`config.mk`:
```
export PLATFORM = sky130hd
export DESIGN_NAME = neuron_mac
export DESIGN_NICKNAME = d
export VERILOG_FILES = /design/src/rtl/neuron_mac.sv
export SDC_FILE = /design/constraint.sdc
export NUM_CORES = 1
export LEC_CHECK = 0
export BUFFER_PORTS_ARGS = -buffer_cell sky130_fd_sc_hd__buf_2
export CAP_MARGIN = 5
export CORE_MARGIN = 2
export CORE_UTILIZATION = 61
export DETAILED_ROUTE_END_ITERATION = 12
export GPL_TIMING_DRIVEN = 0
export MAX_ROUTING_LAYER = met4
export PLACE_DENSITY_LB_ADDON = 0.2
export SETUP_SLACK_MARGIN = 0.1
export SLEW_MARGIN = 20
export SYNTH_ARGS = -nofsm -noshare
export SYNTH_HDL_FRONTEND = slang
export SYNTH_SLANG_ARGS = --single-unit
```
`constraint.sdc`:
```
create_clock -name clk -period 6.55 [get_ports clk]
set_clock_uncertainty 0.1 [all_clocks]
set_input_delay 0.655 -clock clk [delete_from_list [all_inputs] [get_ports clk]]
set_output_delay 0.655 -clock clk [all_outputs]
set_load 0.05 [all_outputs]
```
`src/rtl/neuron_mac.sv`:
```
// neuron_mac: streaming signed MAC with bias, scaled/saturated into a sigmoid ROM address, result on valid/ready
module neuron_mac #(
  parameter int DATA_WIDTH   = 8,
  parameter int WEIGHT_WIDTH = 8,
  parameter int ACC_WIDTH    = 24,
  parameter int FRAC_SHIFT   = 4,
  parameter int ADDR_WIDTH   = 14
) (
  input  logic                           clk,
  input  logic                           rst_n,
  input  logic                           in_valid,
  output logic                           in_ready,
  input  logic signed [DATA_WIDTH-1:0]   in_data,
  input  logic signed [WEIGHT_WIDTH-1:0] in_weight,
  input  logic                           in_last,
  input  logic signed [ACC_WIDTH-1:0]    bias,
  output logic [ADDR_WIDTH-1:0]          sig_addr,
  input  logic [7:0]                     sig_q,
  output logic                           out_valid,
  input  logic                           out_ready,
  output logic [7:0]                     out_data,
  output logic                           busy
);
  localparam int PW = DATA_WIDTH + WEIGHT_WIDTH;
  localparam logic signed [ACC_WIDTH-1:0] SMAX = {{(ACC_WIDTH-ADDR_WIDTH+1){1'b0}}, {(ADDR_WIDTH-1){1'b1}}};
  localparam logic signed [ACC_WIDTH-1:0] SMIN = ~SMAX;
  typedef enum logic [2:0] {ACC, ADDR, ROM_WAIT, CAPTURE, OUT} state_t;
  state_t state, state_nx;
  logic first, beat;
  logic signed [PW-1:0] prod;
  logic signed [ACC_WIDTH-1:0] acc, prod_ext, acc_sum, shifted;
  logic [ADDR_WIDTH-1:0] sat;
  assign prod     = in_data * in_weight;
  assign prod_ext = {{(ACC_WIDTH-PW){prod[PW-1]}}, prod};
  assign acc_sum  = (first ? bias : acc) + prod_ext;
  assign shifted  = acc >>> FRAC_SHIFT;
  assign sat      = shifted > SMAX ? SMAX[ADDR_WIDTH-1:0] :
                    shifted < SMIN ? SMIN[ADDR_WIDTH-1:0] : shifted[ADDR_WIDTH-1:0];
  assign in_ready = state == ACC;
  assign beat     = in_valid && in_ready;
  assign busy     = state != ACC || !first;
  always_comb begin
    state_nx = state;
    case (state)
      ACC:      state_nx = beat && in_last ? ADDR : ACC;
      ADDR:     state_nx = ROM_WAIT;
      ROM_WAIT: state_nx = CAPTURE;
      CAPTURE:  state_nx = OUT;
      OUT:      state_nx = out_ready ? ACC : OUT;
      default:  state_nx = ACC;
    endcase
  end
  always_ff @(posedge clk or negedge rst_n) begin
    if (!rst_n) state <= ACC;
    else state <= state_nx;
  end
  // Offset-binary address: adding 2^(ADDR_WIDTH-1) is just an MSB flip
  always_ff @(posedge clk or negedge rst_n) begin
    if (!rst_n) begin
      acc       <= '0;
      first     <= 1'b1;
      sig_addr  <= {1'b1, {(ADDR_WIDTH-1){1'b0}}};
      out_data  <= '0;
      out_valid <= 1'b0;
    end else begin
      if (beat) begin
        acc   <= acc_sum;
        first <= 1'b0;
      end
      if (state == ADDR) sig_addr <= {~sat[ADDR_WIDTH-1], sat[ADDR_WIDTH-2:0]};
      if (state == CAPTURE) begin
        out_data  <= sig_q;
        out_valid <= 1'b1;
      end
      if (state == OUT && out_ready) begin
        out_valid <= 1'b0;
        first     <= 1'b1;
      end
    end
  end
endmodule

```
Word level (Yosys, flattened, before mapping)
Index checks and enable logic that the tools add are counted.

cells by class
  multiply operators = 1
  eq/ne operators = 4
  bitwise gates (word level) = 1
  reduce and logical (&&, ||, !) cells = 9
  mux-type cells = 10
  $lt $le $gt $ge = 2
  $add $sub $neg = 1

operators with widths
  operator                                               number
  2-to-1 mux 14 bit                                      2
  adder 24 x 16 -> 24 bit                                1
  2-to-1 mux 24 bit                                      1
  > comparator 20 x 14 -> 1 bit (second input constant)  1
  < comparator 20 x 14 -> 1 bit (second input constant)  1
  multiplier 8 x 8 -> 16 bit                             1
  one-hot mux 3 bit (5 select lines)                     1
  == test 3 x 2 -> 1 bit (second input constant)         2
  2-to-1 mux 1 bit                                       5
  nonzero test 2 bit                                     2
  == test 3 x 1 -> 1 bit (second input constant)         1
  == test 3 bit (second input constant)                  1
  logical AND 1 bit                                      3
  logical NOT 3 bit                                      1
  2-to-1 mux 3 bit                                       1
  nonzero test 3 bit                                     1
  logical NOT 1 bit                                      1
  logical OR 1 bit                                       1
  inverter 1 bit                                         1

storage, ports and cells
  word-level logic and storage cells = 34
  register bits after elaboration = 51

Logic depth before layout (Yosys ltp)
  depth after elaboration = 5
  depth in mapped cells = 19
  gate-level depth less buffers = 18

Worst setup path before layout
OpenSTA, ideal clock, no wires.

  path type = input -> register
  from = input port in_weight[1]
  to = register acc[18]
  cell stages on the path = 16
  path slack = 0.838 ns
  data arrival time = 5.480 ns
  buffers on the path = 1
  cells stage by stage = clkbuf_1 -> and2_1 -> inv_1 -> fa_1 -> fa_1 -> inv_1 -> fa_1 -> fa_1 -> ha_1 -> ha_1 -> a21oi_1 -> o21ai_1 -> a221oi_4 -> o21bai_1 -> nand4_1 -> or3b_1

between the ends
  word-level cells in the longest chain between the ends = 2

ends and longest elaborated chain
  item                        line  RTL
  start, declared             14    input logic signed [WEIGHT_WIDTH-1:0] in_weight,
  multiplier 8 x 8 -> 16 bit  33    assign prod = in_data * in_weight;
  adder 24 x 16 -> 24 bit     35    assign acc_sum = (first ? bias : acc) + prod_ext;
  end signal, assigned        67    acc <= acc_sum;
  end, declared               31    logic signed [ACC_WIDTH-1:0] acc, prod_ext, acc_sum, shifted;

No other way between the ends.
A chain may end at the register's enable or synchronous reset.

Worst setup path after layout
  from = input port in_data[7]
  to = register acc[18]

between the ends
  word-level cells in the longest chain between the ends = 2

ends and longest elaborated chain
  item                        line  RTL
  start, declared             13    input logic signed [DATA_WIDTH-1:0] in_data,
  multiplier 8 x 8 -> 16 bit  33
  adder 24 x 16 -> 24 bit     35

No other way between the ends.

==> results.md <==
* Final hold vios at 0
* Final Wtd Congestion at 0.916
* Synth cell types at 55
* DRT Pass-1 Iters at 4
* Post-synth top area cell: fa_1
* Reg area at 1280 sq um
* Core area at 10300 sq um
* Worst-path clk slew at 90 ps
* TritonCTS clock tree: built
* Final TNS setup at 0 ps
* Total CTS buffers at 5
* # Post-CTS Setup Buffers at 0
* Tightest Hold Check Type: in2async
* Total Wirelength at 14.3 mm
* Post-route cell area at 7180 sq um
* Outcome: completed
* GRT Resource Usage Total at 28.0%
* Final Setup Violations at 0
* Avg Cell Area, Syn at 9.85 sq um
* Mapped Area at 6500 sq um
* Area after DPL at 7050 sq um
* Register area share after synthesis at 19.7%
* First-pass GRT wire length at 24.5 mm
* CP bufs+invs at 3
* Most used DFF post-synth: dfrtp_1
* FP Rows at 37
* Post-synth EDFFs at 0
* Fin worst setup slack at 545 ps
* Crit start category: input pin
* Fmax at 167 MHz
* Delay-heaviest family, CP: adder cells
* Crit share post-route at 91.7%
* Synth-to-layout area growth at 10.4%
* Critical Path End Type: flip-flop
* Max cap viols at 0
* N_diodes at 0
* Worst skew pair latency at 310 ps
* Worst relative slew slack at 32.0%
* Detailed-route DRC error count at 0
* CP peak stage delay at 700 ps
* Synthesis-stage register bit count at 51
* Slew Viols, Final at 0
* Share of layout cells above drive strength 1 at 15.5%
* Synth top area share at 32.0%
* Multi-input logic area at 4750 sq um
* Ranking of synthesized cells by area: fa_1, dfrtp_1, ha_1
* Core Util, Final at 69.6%
* Die area at 11500 sq um
* Crit path DAT at 6100 ps
* DP Worst Slack at 182 ps
* DIE WIDTH at 107 um
* Critical Path Fanout Max at 16
* Largest net degree at the start of global routing at 52
* Commonest non-fill, non-tap cells in the layout: inv_1, fa_1, nand2_1
* Max clock buf depth at 2
* DR vias/cell at 5.58
* Via count at 4908
* DRT antenna net count at 0
* DP HPWL at 12.4 mm
* Post-Syn Instances at 660
* Final #Nets at 954
* Post-synth ARST share at 100%
* Die height at 107 um
* Synth Net Count at 871
* Fin crit period at 6000 ps
* Slew @ Worst Pin at 1020 ps
* # IOs at 78
* Buffers on Ports at 76
* Fillers at 843
* Slowest-stage cell, CP: inv_1
* CP cell instances: buf_2 > and2_1 > inv_1 > fa_1 > inv_1 > fa_1 > fa_1 > fa_1 > fa_1 > ha_1 > o21ai_0 > o21bai_2 > a221oi_4 > o21bai_1 > nand4_1 > or3b_1
* Initial core utilization at 63.0%
* Clock root cell: clkbuf_8
* CTS H-tree depth at 2
* CTS Sinks at 51
* Worst EP required at 6640 ps
* Avg WL per Cell at 16.3 um
* Most frequent CP cell: fa_1
* RSZ-0062 raised after global routing: false
* GRT overflow at 0
* Vias in the first global route at 5168
* Crit Path Class: in2reg
* Antenna violations before repair at 0
* 1st-iter DRT viols at 227
* Yosys warns at 0
[state kept, by name, indices dropped and copies added (netlist names)]
name,count
acc,24
sig_addr,14
out_data,8
state,3
first,1
out_valid,1
[area by class of cell]
type | count | area share [%]
timing repair buffer | 76 | 5.33
sequential | 51 | 17.8
inverter | 105 | 5.49
clock buffer | 6 | 1.15
buffer | 18 | 1.17
multi-input combinational | 486 | 66.1
clock inverter | 2 | 0.540
tap | 136 | 2.37
[cells in the mapped netlist (all sizes together), types with 10 or more instances]
cell	count
a21oi	20
and2	35
clkbuf	11
dfrtp	49
fa	104
ha	54
inv	104
mux2	10
mux2i	23
nand2	87
nor2	32
o21ai	34
xnor2	13
[timing repair]
item                       in CTS  in global routing
setup endpoints to repair       0                  2
resized for setup               0                  2
hold buffers                    0                  0
hold endpoints to repair        0                  0
[metal layers]
layer  track usage, %  routed length (um)  up-vias  part of all wire, %
met1             35.1                5750     2474                   40
met5                -                   0        -                    0
met3             2.72                 524       27                  3.7
met4             6.86                 318        0                  2.2
li1                 -                   -     2282                    -
met2             49.5                7740      125                   54
[path summary, 6_finish.rpt]
path,from,endpoint,slack [ps],depth (start not counted)
worst max-delay path,in_data[7],acc[18],550,16
worst min-delay path,rst_n,state[0],250,1
worst max register to register,first,acc[18],660,18
worst min register to register,acc[3],acc[3],390,2
max in group asynchronous,rst_n,acc[7],5660,1
min in group clk,acc[3],acc[3],390,2
[cell families (layout without fill, tap and decap cells)]
kind of cell / Yosys count / in the layout / synth area share [%]
muxes: 33 / 33 / 5.27
AOI/OAI and AO/OA: 89 / 89 / 9.14
adders and majority gates: 158 / 158 / 42.4
and+or+nand+nor: 188 / 188 / 13.8
buffers and inverters: 123 / 207 / 7.31
xor gates and xnor gates: 18 / 18 / 2.42
DFF: 51 / 51 / 19.7
[stage by stage]
step,cells,hold WS [ps]
3_3_place_gp,872,357
6_report,880,248
3_5_place_dp,872,367
4_1_cts,880,391
2_1_floorplan,660,259
5_1_grt,880,305
Power is left out: the tool's default activity adds up to more than one toggle a clock period on the data nets, which glitch-free logic cannot reach.
